$ cat src/rtl/lock_pkg.sv
// Shared types and constants for the digital lock sequencing stage.
package lock_pkg;

  localparam int DIGIT_W     = 3;
  localparam int DEFAULT_LEN = 4;

  // Code 1-2-3-4 with digit 0 in the low bits.
  localparam logic [DIGIT_W*DEFAULT_LEN-1:0] DEFAULT_CODE = 12'b100_011_010_001;

  typedef enum logic [1:0] {
    LOCKED   = 2'd0,
    UNLOCKED = 2'd1,
    PROGRAM  = 2'd2,
    LOCKOUT  = 2'd3
  } state_e;

endpackage

$ cat src/rtl/lock_timer.sv
// Loadable down-counter shared by the unlock window and the lockout period.
module lock_timer #(
  parameter int W = 10
) (
  input  logic         clk,
  input  logic         rst_n,
  input  logic         load,
  input  logic [W-1:0] load_val,
  input  logic         en,
  output logic         done
);

  logic [W-1:0] count_q;
  logic [W-1:0] count_d;

  // Holds at zero so a stale enable cannot wrap the count.
  always_comb begin
    count_d = count_q;
    if (load) begin
      count_d = load_val;
    end else if (en && (count_q != '0)) begin
      count_d = count_q - W'(1);
    end
  end

  always_ff @(posedge clk or negedge rst_n) begin
    if (!rst_n) begin
      count_q <= '0;
    end else begin
      count_q <= count_d;
    end
  end

  assign done = (count_q == '0);

endmodule

$ cat src/rtl/lock_controller.sv
// Digit sequencer for the lock: feeds stored digits to the external comparator,
// decides unlock/fail after a full code, handles re-programming and lockout.
module lock_controller
  import lock_pkg::*;
#(
  parameter int                           CODE_LEN       = 4,
  parameter logic [DIGIT_W*CODE_LEN-1:0]  DEFAULT_CODE   = lock_pkg::DEFAULT_CODE,
  parameter int                           MAX_FAIL       = 3,
  parameter int                           UNLOCK_CYCLES  = 500,
  parameter int                           LOCKOUT_CYCLES = 1000
) (
  input  logic               clk,
  input  logic               rst_n,
  input  logic [DIGIT_W-1:0] code_in,
  input  logic               key_valid,
  input  logic               cancel,
  input  logic               prog_req,
  input  logic               compare,
  output logic [DIGIT_W-1:0] code_retrieve,
  output logic               unlocked,
  output logic               lockout,
  output logic [2:0]         fail_count,
  output logic [2:0]         digit_idx
);

  localparam int CODE_W = DIGIT_W * CODE_LEN;
  localparam int T_MAX  = (UNLOCK_CYCLES > LOCKOUT_CYCLES) ? UNLOCK_CYCLES : LOCKOUT_CYCLES;
  localparam int TW     = $clog2(T_MAX);

  state_e              state_q,  state_d;
  logic [CODE_W-1:0]   code_q,   code_d;
  logic [CODE_W-1:0]   shadow_q, shadow_d;
  logic [2:0]          idx_q,    idx_d;
  logic [2:0]          fail_q,   fail_d;
  logic                mis_q,    mis_d;
  logic                decide_q, decide_d;

  logic [CODE_W-1:0]   shadow_wr;
  logic [2:0]          fail_inc;
  logic                last_key;
  logic                t_load, t_en, t_done;
  logic [TW-1:0]       t_val;

  lock_timer #(.W(TW)) u_timer (
    .clk      (clk),
    .rst_n    (rst_n),
    .load     (t_load),
    .load_val (t_val),
    .en       (t_en),
    .done     (t_done)
  );

  // Digit mux to the comparator, and the shadow code with the current key merged in.
  always_comb begin
    code_retrieve = '0;
    shadow_wr     = shadow_q;
    for (int i = 0; i < CODE_LEN; i++) begin
      if (idx_q == i[2:0]) begin
        code_retrieve                  = code_q[i*DIGIT_W +: DIGIT_W];
        shadow_wr[i*DIGIT_W +: DIGIT_W] = code_in;
      end
    end
  end

  assign last_key = (idx_q == 3'(CODE_LEN - 1));
  assign fail_inc = (fail_q >= 3'(MAX_FAIL)) ? fail_q : fail_q + 3'd1;

  always_comb begin
    state_d  = state_q;
    code_d   = code_q;
    shadow_d = shadow_q;
    idx_d    = idx_q;
    fail_d   = fail_q;
    mis_d    = mis_q;
    decide_d = 1'b0;
    t_load   = 1'b0;
    t_val    = '0;
    t_en     = 1'b0;
    case (state_q)
      LOCKED: begin
        // The verdict lands one cycle after the last digit; keys that cycle are dropped.
        if (decide_q) begin
          mis_d = 1'b0;
          if (!mis_q) begin
            state_d = UNLOCKED;
            fail_d  = '0;
            t_load  = 1'b1;
            t_val   = TW'(UNLOCK_CYCLES - 1);
          end else begin
            fail_d = fail_inc;
            if (fail_inc == 3'(MAX_FAIL)) begin
              state_d = LOCKOUT;
              t_load  = 1'b1;
              t_val   = TW'(LOCKOUT_CYCLES - 1);
            end
          end
        end else if (cancel) begin
          idx_d = '0;
          mis_d = 1'b0;
        end else if (key_valid) begin
          mis_d = mis_q | ~compare;
          if (last_key) begin
            idx_d    = '0;
            decide_d = 1'b1;
          end else begin
            idx_d = idx_q + 3'd1;
          end
        end
      end
      UNLOCKED: begin
        t_en = 1'b1;
        if (t_done || cancel) begin
          state_d = LOCKED;
        end else if (prog_req) begin
          state_d = PROGRAM;
          idx_d   = '0;
        end
      end
      PROGRAM: begin
        if (cancel) begin
          state_d = LOCKED;
          idx_d   = '0;
        end else if (key_valid) begin
          shadow_d = shadow_wr;
          if (last_key) begin
            code_d  = shadow_wr;
            state_d = LOCKED;
            idx_d   = '0;
          end else begin
            idx_d = idx_q + 3'd1;
          end
        end
      end
      LOCKOUT: begin
        t_en = 1'b1;
        if (t_done) begin
          state_d = LOCKED;
          fail_d  = '0;
        end
      end
      default: state_d = LOCKED;
    endcase
  end

  always_ff @(posedge clk or negedge rst_n) begin
    if (!rst_n) begin
      state_q  <= LOCKED;
      code_q   <= DEFAULT_CODE;
      shadow_q <= '0;
      idx_q    <= '0;
      fail_q   <= '0;
      mis_q    <= 1'b0;
      decide_q <= 1'b0;
    end else begin
      state_q  <= state_d;
      code_q   <= code_d;
      shadow_q <= shadow_d;
      idx_q    <= idx_d;
      fail_q   <= fail_d;
      mis_q    <= mis_d;
      decide_q <= decide_d;
    end
  end

  assign unlocked   = (state_q == UNLOCKED) || (state_q == PROGRAM);
  assign lockout    = (state_q == LOCKOUT);
  assign fail_count = fail_q;
  assign digit_idx  = idx_q;

endmodule

$ cat config.mk
export PLATFORM = sky130hd
export DESIGN_NAME = lock_controller
export DESIGN_NICKNAME = d
export VERILOG_FILES = /design/src/rtl/lock_pkg.sv /design/src/rtl/lock_timer.sv /design/src/rtl/lock_controller.sv
export SDC_FILE = /design/constraint.sdc
export NUM_CORES = 1
export LEC_CHECK = 0
export CORE_MARGIN = 3
export CORE_UTILIZATION = 30
export CTS_CLUSTER_DIAMETER = 150
export DETAILED_ROUTE_END_ITERATION = 6
export GPL_TIMING_DRIVEN = 0
export HOLD_SLACK_MARGIN = 0.08
export PLACE_DENSITY = 0.49
export SYNTH_ARGS = -nofsm -noshare
export SYNTH_HDL_FRONTEND = slang
export SYNTH_SLANG_ARGS = --single-unit
$ cat constraint.sdc
create_clock -name clk -period 5.5 [get_ports clk]
set_clock_uncertainty 0.15 [all_clocks]
set_input_delay 0.825 -clock clk [delete_from_list [all_inputs] [get_ports clk]]
set_output_delay 0.825 -clock clk [all_outputs]
set_load 0.02 [all_outputs]
==> impl_metrics.env, run 1 <==
export IMPL_clkPwrFrac_pct=22.2
export IMPL_ir_drop_mv=0.111
export IMPL_critPathMaxFanout=6
export IMPL_power_density_nw_per_um2=483
export IMPL_async_flop_share_pct=100
export IMPL_avgSynthCellArea_um2=9.69
export IMPL_rows=31
export IMPL_gp_congestion=0.770
export IMPL_slew_headroom_pct=55.9
export IMPL_detail_route_antenna_nets=0
export IMPL_cts_resized=0
export IMPL_final_cell_mix="37 x nand2_1, 36 x dfrtp_1, 21 x nor2_1"
export IMPL_viasPerCell=4.75
export IMPL_path_cells="inv_1 > ha_1 > nor2b_1 > a221oi_1 > nor3_1 > a21oi_1 > nor2_1 > clkdlybuf4s50_1"
export IMPL_drv_cap=0
export IMPL_antenna_found_initial=0
export IMPL_p_int_mw=0.849
export IMPL_remaining_drc_errors=0
export IMPL_grt_max_degree=31
export IMPL_p_leak_nw=1.21
export IMPL_synthMuxAreaShare_pct=7.40
export IMPL_start_util_pct=31.4
export IMPL_criticalPathCategory="reg -> out"
export IMPL_wl_per_cell_um=13.2
export IMPL_root_buffer="clkbuf_8"
export IMPL_clockBufferDepth=2
export IMPL_outcome="finished clean"
export IMPL_fin_crit_sh_pct=60.0
export IMPL_io_buffers=18
export IMPL_clk_latency_ns=0.30
export IMPL_tns_ns=0
export IMPL_seq_power_share_pct=38.2
export IMPL_setup_viol_count_final=0
export IMPL_die_y_um=93.9
export IMPL_synth_top_family_by_area="simple AND/OR/NAND/NOR gates"
export IMPL_swShare_pct=36.6
export IMPL_cts_tree="built"
export IMPL_cp_required_ns=4.53
export IMPL_cts_hold_buffers=0
export IMPL_syn_area_um2=2320
export IMPL_wl_mm=4.81
export IMPL_cts_htree_levels=2
export IMPL_max_stage_delay_ns=0.61
export IMPL_area_growth_pct=19.7
export IMPL_dieArea_um2=8810
export IMPL_worst_pin_slew_ns=0.658
export IMPL_diodes=0
export IMPL_synth_edf_count=0
export IMPL_yosysWarnings=0
export IMPL_overflow=0
export IMPL_synth_cell_types=43
export IMPL_first_iter_violations=91
export IMPL_crit_buf_inv=2
export IMPL_hp_class="in -> async"
export IMPL_synthCells=239
export IMPL_cp_top_family="buffers and inverters"
export IMPL_grt_pass1_vias=1725
export IMPL_drt_first_pass_iters=4
export IMPL_grt_pass1_wl_mm=8.30
export IMPL_synth_xor_area_share_pct=2.65
export IMPL_postCtsSetupBuffers=0
export IMPL_hold_ws_ns=0.252
export IMPL_layout_min_cycle_time_ns=3.30
export IMPL_final_net_count=286
export IMPL_yosysSeqAreaShare_pct=44.6
export IMPL_rsz0062_at_grt="false"
export IMPL_synth_adder_area_share_pct=6.48
export IMPL_top_level_ports=20
export IMPL_track_usage_pct=11.8
export IMPL_slew_violations=0
export IMPL_core_area_um2=7370
export IMPL_clkTransAtPathRegs_ns=0.09
export IMPL_syn_num_nets=260
export IMPL_clkSinkCount=41
export IMPL_synth_compound_area_share_pct=15.2
export IMPL_layout_commonest_cell="nand2_1"
export IMPL_critPathSlowestCell="clkdlybuf4s50_1"
export IMPL_numCtsBuffers=5
export IMPL_endpoint_kind="primary output"
export IMPL_synth_seq_cells=41
export IMPL_fmax_ghz=0.303
export IMPL_worst_setup_path_start_kind="register"
export IMPL_dp_hpwl_mm=3.55
export IMPL_synth_ff_type="dfrtp_1"
export IMPL_report_final_hold_viol_count=0
export IMPL_p_comb_share_pct=39.6
export IMPL_die_x_um=93.9
export IMPL_p_sw_mw=0.490
export IMPL_vias=1735
export IMPL_synth_simple_area_share_pct=20.4
export IMPL_worstPathArrival_ns=2.32
export IMPL_drive_above_1_share_pct=13.5
-- synthesized netlist by cell type (2+ instances only) --
master / count / share of area [%]
mux2_2: 9 / 4.4
nor3_1: 7 / 1.5
a31oi_1: 5 / 1.4
nand2_1: 37 / 6.0
ha_1: 12 / 6.5
nand2b_1: 5 / 1.4
nor2_1: 21 / 3.4
nand3b_1: 3 / 0.97
xor2_1: 5 / 1.9
o21a_1: 2 / 0.65
xnor2_1: 2 / 0.76
a311oi_1: 2 / 0.76
buf_2: 4 / 0.86
nand3_1: 6 / 1.3
o21ai_0: 9 / 1.9
a221oi_1: 4 / 1.5
a21oi_1: 11 / 2.4
o211ai_1: 2 / 0.65
dfstp_2: 5 / 5.7
a21o_1: 2 / 0.65
nor2b_1: 6 / 1.6
or2_2: 2 / 0.54
o22ai_1: 3 / 0.81
dfrtp_1: 36 / 39
o22a_1: 2 / 0.76
mux2i_1: 7 / 3.0
inv_1: 14 / 2.3
-- routing by layer --
layer  vias to the layer above  global-route usage, %  wire length (um)
li1                        894                      -                 -
met1                       803                   16.7              2480
met2                        32                   18.1              2090
met3                         6                   1.68               166
met4                         0                   4.81                77
met5                         -                      0                 0
-- registers in the layout, indices dropped and copies added, names as in the netlist --
register / flops
digit_idx: 3
fail_count: 3
shadow_q: 9
mis_q: 1
decide_q: 1
state_q: 2
code_q: 12
u_timer.count_q: 10
-- worst paths after layout --
check / start / endpoint / slack, ns / cells after the start
min in group clk: code_q[11]$_DFFE_PN1P_ / code_q[11]$_DFFE_PN1P_ / 0.31 / 2
worst max register to register: fail_count[0]$_DFFE_PN0P_ / u_timer.count_q[9]$_DFFE_PN0P_ / 3.25 / 7
worst min register to register: code_q[11]$_DFFE_PN1P_ / code_q[11]$_DFFE_PN1P_ / 0.31 / 2
worst max-delay path: digit_idx[1]$_DFFE_PN0P_ / code_retrieve[0] / 2.20 / 8
worst min-delay path: rst_n / digit_idx[1]$_DFFE_PN0P_ / 0.25 / 1
max in group asynchronous: rst_n / code_q[0]$_DFFE_PN1P_ / 4.41 / 2
-- stage by stage --
| stage | utilization (%) | std cells | cell area, um^2 | power [mW] | worst slack, ns |
|---|---|---|---|---|---|
| 6_report | 37.6 | 365 | 2770 | 1.34 | 2.20 |
| 5_1_grt | 37.6 | 365 | 2770 | 1.45 | 1.96 |
| 4_1_cts | 37.6 | 365 | 2770 | 1.36 | 2.18 |
| 3_5_place_dp | 35.8 | 357 | 2640 | 1.05 | 2.53 |
| 3_3_place_gp | 35.6 | 356 | 2620 | 1.05 | 2.24 |
| 2_1_floorplan | - | 239 | 2320 | 0.889 | 2.98 |
-- area by class of cell --
cell class / instances / area (um^2)
fillers: 739 / 4600
repair buffers: 19 / 195
clock buffers: 5 / 68.8
inverters: 14 / 52.6
clock inverters: 3 / 68.8
well taps: 99 / 124
multi-input cells: 179 / 1210
plain buffers: 5 / 23.8
flip-flops and latches: 41 / 1030
-- cell families (layout without fill, tap and decap cells) --
kind of cell             count (synthesis)  after routing
AND/OR/NAND/NOR                         94             94
flip-flops                              41             41
buffers and inverters                   19             46
adder cells (fa/ha/maj)                 12             12
XOR/XNOR                                 7              7
AO/OA/AOI/OAI                           50             50
multiplexers                            16             16
-- power by group through the flow --
stage / registers, mW / clock network (mW) / logic [mW]
2_1_floorplan: 0.508 / 0 / 0.381
3_3_place_gp: 0.518 / 0 / 0.533
3_5_place_dp: 0.518 / 0 / 0.534
4_1_cts: 0.512 / 0.306 / 0.537
5_1_grt: 0.532 / 0.319 / 0.603
6_report: 0.512 / 0.298 / 0.530
No activity file was read; power rests on OpenSTA's default activity.
==> run 2, diff against run 1 <==
clock period = 3.35 ns   (was 5.5 ns; I/O delays follow)
==> run 2 against run 1 <==
Register-to-register slack got worse by 2.2 ns; final area rose by 0.36%; sequential share of layout area fell by 0.13 points; die area did not move; clock power rose by 64%; worst hold slack improved by 0.060 ns; sequential cell count did not move; largest cell class unchanged.
==> impl_metrics.env, run 2 (same netlist as run 1, synthesis figures left out) <==
export IMPL_outcome="finished clean"
export IMPL_clockBufferDepth=2
export IMPL_rsz0062_at_grt="false"
export IMPL_clkSinkCount=41
export IMPL_die_x_um=93.9
export IMPL_setup_viol_count_final=0
export IMPL_endpoint_kind="primary output"
export IMPL_diodes=0
export IMPL_cts_tree="built"
export IMPL_worstPathArrival_ns=2.31
export IMPL_layout_min_cycle_time_ns=2.96
export IMPL_fmax_ghz=0.338
export IMPL_top_level_ports=20
export IMPL_layout_commonest_cell="nand2_1"
export IMPL_cts_hold_buffers=1
export IMPL_reg2reg_from="fail_count[0]$_DFFE_PN0P_"
export IMPL_worst_setup_path_start_kind="register"
export IMPL_drt_first_pass_iters=4
export IMPL_grt_pass1_vias=1725
export IMPL_slew_headroom_pct=55.8
export IMPL_tns_ns=0
export IMPL_rows=31
export IMPL_power_density_nw_per_um2=790
export IMPL_ir_drop_mv=0.181
export IMPL_instances_no_fill=366
export IMPL_wl_mm=4.81
export IMPL_fin_util_pct=37.8
export IMPL_slew_violations=0
export IMPL_viasPerCell=4.77
export IMPL_drive_above_1_share_pct=13.5
export IMPL_layout_setup_ws_ns=0.390
export IMPL_p_leak_nw=1.21
export IMPL_dieArea_um2=8810
export IMPL_antenna_found_initial=0
export IMPL_reg_top3="code_q: 12 flops, u_timer.count_q: 10 flops, shadow_q: 9 flops"
export IMPL_remaining_drc_errors=0
export IMPL_cp_required_ns=2.70
export IMPL_largest_reg_flops=12
export IMPL_overflow=0
export IMPL_gp_congestion=0.770
export IMPL_wl_per_cell_um=13.1
export IMPL_dp_hpwl_mm=3.55
export IMPL_cts_htree_levels=2
export IMPL_cts_resized=0
export IMPL_core_area_um2=7370
export IMPL_fin_crit_sh_pct=88.4
export IMPL_final_net_count=287
export IMPL_hp_class="reg -> reg"
export IMPL_report_final_hold_viol_count=0
export IMPL_num_fill_cells=737
export IMPL_vias=1744
export IMPL_min_delay_start="code_q[11]$_DFFE_PN1P_"
export IMPL_first_iter_violations=85
export IMPL_criticalPathCategory="reg -> out"
export IMPL_io_buffers=18
export IMPL_critPathMaxFanout=4
export IMPL_area_growth_pct=20.2
export IMPL_postCtsSetupBuffers=0
export IMPL_root_buffer="clkbuf_8"
export IMPL_clk_latency_ns=0.30
export IMPL_track_usage_pct=11.8
export IMPL_worst_pin_slew_ns=0.658
export IMPL_start_util_pct=31.4
export IMPL_final_cell_mix="37 x nand2_1, 36 x dfrtp_1, 21 x nor2_1"
export IMPL_grt_pass1_wl_mm=8.30
export IMPL_grt_max_degree=31
export IMPL_die_y_um=93.9
export IMPL_numCtsBuffers=5
export IMPL_critical_path_startpoint="digit_idx[0]$_DFFE_PN0P_"
export IMPL_hold_ws_ns=0.313
export IMPL_clkTransAtPathRegs_ns=0.09
export IMPL_regMostFlops="code_q"
export IMPL_detail_route_antenna_nets=0
export IMPL_numPlacedInstances=357
export IMPL_drv_cap=0
export IMPL_preCtsSetupSlack_ns=0.703
[run 2: changes by cell type in the layout (fill, tap and decap cells not counted), sizes merged]
cell / previous run / this run
dlygate4sd3: 0 / 1
[run 2: power breakdown]
part | internal, mW | switching, mW | leakage (nW)
Combinational | 0.410 | 0.461 | 0.631
Sequential | 0.684 | 0.155 | 0.515
Clock | 0.300 | 0.188 | 0.0687
Total | 1.39 | 0.804 | 1.21
[run 2: worst paths after layout]
check / end / slack [ns] / cells past startpoint
max in group asynchronous: code_q[0]$_DFFE_PN1P_ / 2.05 / 3
max: code_retrieve[0] / 0.39 / 8
min in group asynchronous: digit_idx[1]$_DFFE_PN0P_ / 0.47 / 2
min reg2reg: code_q[11]$_DFFE_PN1P_ / 0.31 / 2
min: code_q[11]$_DFFE_PN1P_ / 0.31 / 2
max reg2reg: u_timer.count_q[9]$_DFFE_PN0P_ / 1.09 / 7
[run 2: cell type report]
| class | count | area [um^2] | area share, % |
|---|---|---|---|
| Tap cell | 99 | 124 | 4.45 |
| Clock buffer | 5 | 68.8 | 2.47 |
| Clock inverter | 3 | 68.8 | 2.47 |
| Timing Repair Buffer | 20 | 205 | 7.37 |
| Multi-Input combinational cell | 179 | 1210 | 43.4 |
| Sequential cell | 41 | 1030 | 37.1 |
| Buffer | 5 | 23.8 | 0.854 |
| Inverter | 14 | 52.6 | 1.89 |
[run 2: critical path: stages, from the launching register on]
cell and delay (ns):
dfrtp_1 0.42, inv_1 0.13, ha_1 0.20, nor2b_1 0.22
a221oi_1 0.10, nor3_1 0.16, a21oi_1 0.06, nor2_1 0.10
clkdlybuf4s50_1 0.61
[run 2: metrics by stage]
stage	area (um^2)	power [mW]
floorplan	2320	1.46
global placement	2620	1.73
detailed placement	2640	1.73
CTS	2780	2.23
global route	2780	2.39
finish	2780	2.20
[run 2: metal layers]
layer	vias to the layer above	routed length [um]	global-route usage, %
met4	0	100	4.81
li1	897	-	-
met3	9	166	1.68
met2	31	2070	18.1
met5	-	0	0
met1	807	2470	16.7
==> run 3, diff against run 2 <==
CTS_BUF_LIST = sky130_fd_sc_hd__clkbuf_8   (was not set)
HOLD_SLACK_MARGIN = not set   (was 0.08)
==> results of run 3 <==
No change in the layout: final DEF, timing and power equal those of run 2.
==> patch: new RTL, config.mk and constraints of run 2 <==
Re-encode `state_e` (4 states) as one-hot, 4 bits wide.
--- a/src/rtl/lock_pkg.sv
+++ b/src/rtl/lock_pkg.sv
@@ -9,7 +9,7 @@
 
-  typedef enum logic [1:0] {
-    LOCKED   = 2'd0,
-    UNLOCKED = 2'd1,
-    PROGRAM  = 2'd2,
-    LOCKOUT  = 2'd3
+  typedef enum logic [3:0] {
+    LOCKED   = 4'b0001,
+    UNLOCKED = 4'b0010,
+    PROGRAM  = 4'b0100,
+    LOCKOUT  = 4'b1000
   } state_e;
Formal check against the unedited RTL: same outputs for any inputs over 10 cycles, from zero or initial values and one cycle with rst_n low; not proved beyond that.
==> patch against run 2 <==
Final area is 6.3% higher; critical path depth shrank 1; register-to-register slack got worse by 0.33 ns; final cell count increased by 4.6%; die area is 8.7% higher; area after synthesis increased by 9.3%; combinational power is 15% lower; sequential cell count grew 2; maximum frequency down 5.6%; clock power down 28%; sequential power shrank 16%; worst setup slack lost 0.18 ns; power shrank 18%; routed wire length is 26% higher.
==> patch: results (changes against run 2) <==
- LEAKAGE: 1.25 nW (+2.9%)
- Type of the most critical hold path: reg -> reg
- Status: finished, final reports clean
- Number of antenna violations at the first check in global routing: 0 (unchanged)
- Commonest cells in the netlist: 37 x sky130_fd_sc_hd__dfrtp_1, 26 x sky130_fd_sc_hd__nand2_1, 15 x sky130_fd_sc_hd__o21ai_0
- Portion of the post-synthesis area used by sequential elements: 0.428 (-0.0178)
- Post-detailed-placement cell area: 0.00286 mm2 (+8.4%)
- Net count of the mapped netlist: 270 (+3.8%)
- Number of gates resized after cts: 0 (unchanged)
- Highest-delay cell along the critical path: sky130_fd_sc_hd__clkdlybuf4s50_1
- CTS Buf Count: 5 (unchanged)
- Hpwl dp: 4420 um (+25%)
- Met1 GRT Util: 0.195 (+0.0283)
- Global routing usage summed across all routing layers: 0.132 (+0.0140)
- Share of flip-flops with an asynchronous set or reset: 1.00 (unchanged)
- Total number of yosys warnings: 0 (unchanged)
- Registers with the most flip-flops: code_q (12), u_timer.count_q (10), shadow_q (9)
- Post-synth EDFFs: 0 (unchanged)
- Met3 Use GR: 0.0264 (+0.00960)
- Max VDD drop: 0.193 mV (+6.5%)
- 1st-iter DRT viols: 168 (+98%)
- Number of post-CTS setup repair buffers: 0 (unchanged)
- Number of global-route vias before repair: 1995 (+16%)
- Required time of the critical path: 2.70 ns (about the same)
- Sum of routed wire length over all layers: 6040 um (+26%)
- Number of I/O port buffers: 18 (unchanged)
- Diodes inserted: 0 (unchanged)
- Layout Nets: 297 (+3.5%)
- Global-route wire length before repair: 10300 um (+24%)
- Fraction of layout cells with a size suffix above 1: 0.149 (+0.0146)
- Unique cell type count in the Yosys netlist: 59 (+37%)
- Fillers: 803 (+9.0%)
- Multi-input gate area: 0.00135 mm2 (+12%)
- Root cell of the clock tree: sky130_fd_sc_hd__clkbuf_8
- Top post-synthesis cells by area: sky130_fd_sc_hd__dfrtp_1 37%, sky130_fd_sc_hd__dfstp_2 6.2%, sky130_fd_sc_hd__mux2_2 5.8%
- Global routing usage on met2: 0.195 (+0.0143)
- Last weighted congestion value of the routability-driven placer: 0.836 (+8.5%)
- Largest net degree at the start of global routing: 34 (+9.7%)
- Count of H-tree levels built during CTS: 2 (unchanged)
- First-pass iteration count of the detailed router: 4 (unchanged)
- Transition time at the pin with the least slew margin: 0.860 ns (+0.201 ns)
- Max FO, Critical Path: 5 (+1)
- Vias post-DR: 2086 (+20%)
- Delay contributed by the slowest stage of the critical path: 0.63 ns (+0.02 ns)
- Net switching power: 0.716 mW (-11%)
-- patch: cell families (layout without fill, tap and decap cells) --
group | after synthesis | count (layout) | synth area share
buffers and inverters | 25 | 53 | 0.0390
AO/OA/AOI/OAI | 65 | 65 | 0.188
XOR/XNOR | 1 | 1 | 0.00346
adder cells (fa/ha/maj) | 8 | 8 | 0.0395
flip-flops | 43 | 43 | 0.428
AND/OR/NAND/NOR | 86 | 86 | 0.197
multiplexers | 25 | 25 | 0.105
-- patch: repair_timing --
item / in CTS / in global routing
hold buffers: 1 / 0
hold endpoints to repair: 10 / 0
setup endpoints to repair: 0 / 0
-- patch: cell type report --
type,count,area share
clock buffer,5,0.0233
clock inverter,3,0.00804
sequential,43,0.366
tap,102,0.0431
timing repair buffer,20,0.0694
multi-input combinational,185,0.456
inverter,13,0.0165
buffer,12,0.0169
-- patch: tightest hold or removal path, stage by stage (launching register included) --
cell and delay, ns:
sky130_fd_sc_hd__dfstp_2 0.38, sky130_fd_sc_hd__nand2_1 0.04, sky130_fd_sc_hd__o21ai_0 0.06
-- patch: power by group through the flow --
stage / clock, mW / combinational [mW] / sequential, mW
4_1_cts: 0.369 / 0.743 / 0.708
3_5_place_dp: 0 / 0.739 / 0.716
5_1_grt: 0.396 / 0.826 / 0.723
3_3_place_gp: 0 / 0.737 / 0.717
2_1_floorplan: 0 / 0.513 / 0.713
6_report: 0.353 / 0.738 / 0.708
-- patch: worst paths after layout --
path | start | endpoint | slack [ns] | depth (start not counted)
worst max register to register | fail_count[0]$_DFFE_PN0P_ | u_timer.count_q[1]$_DFFE_PN0P_ | 0.76 | 6
worst max-delay path | digit_idx[0]$_DFFE_PN0P_ | code_retrieve[0] | 0.21 | 7
worst min register to register | code_q[0]$_DFFE_PN1P_ | code_q[0]$_DFFE_PN1P_ | 0.33 | 2
min in group asynchronous | rst_n | u_timer.count_q[6]$_DFFE_PN0P_ | 0.46 | 2
worst min-delay path | code_q[0]$_DFFE_PN1P_ | code_q[0]$_DFFE_PN1P_ | 0.33 | 2
max in group asynchronous | rst_n | code_q[4]$_DFFE_PN1P_ | 2.04 | 3
-- patch: metrics by stage --
step / util / hold WS (ns) / total power, mW / std cells / setup WS (ns)
after global placement: 0.356 / 0.318 / 1.45 / 373 / 0.272
after floorplan: - / 0.0569 / 1.23 / 253 / 0.972
final: 0.371 / 0.332 / 1.80 / 383 / 0.215
after detailed placement: 0.358 / 0.263 / 1.45 / 374 / 0.521
after global routing: 0.371 / 0.363 / 1.95 / 383 / 0.0791
after CTS: 0.371 / 0.339 / 1.82 / 383 / 0.182
-- patch: metal layers --
layer  wire (um)  part of all wire
met2        2660              0.44
met5           0                 0
met3         354             0.059
met1        2950              0.49
met4          79             0.013
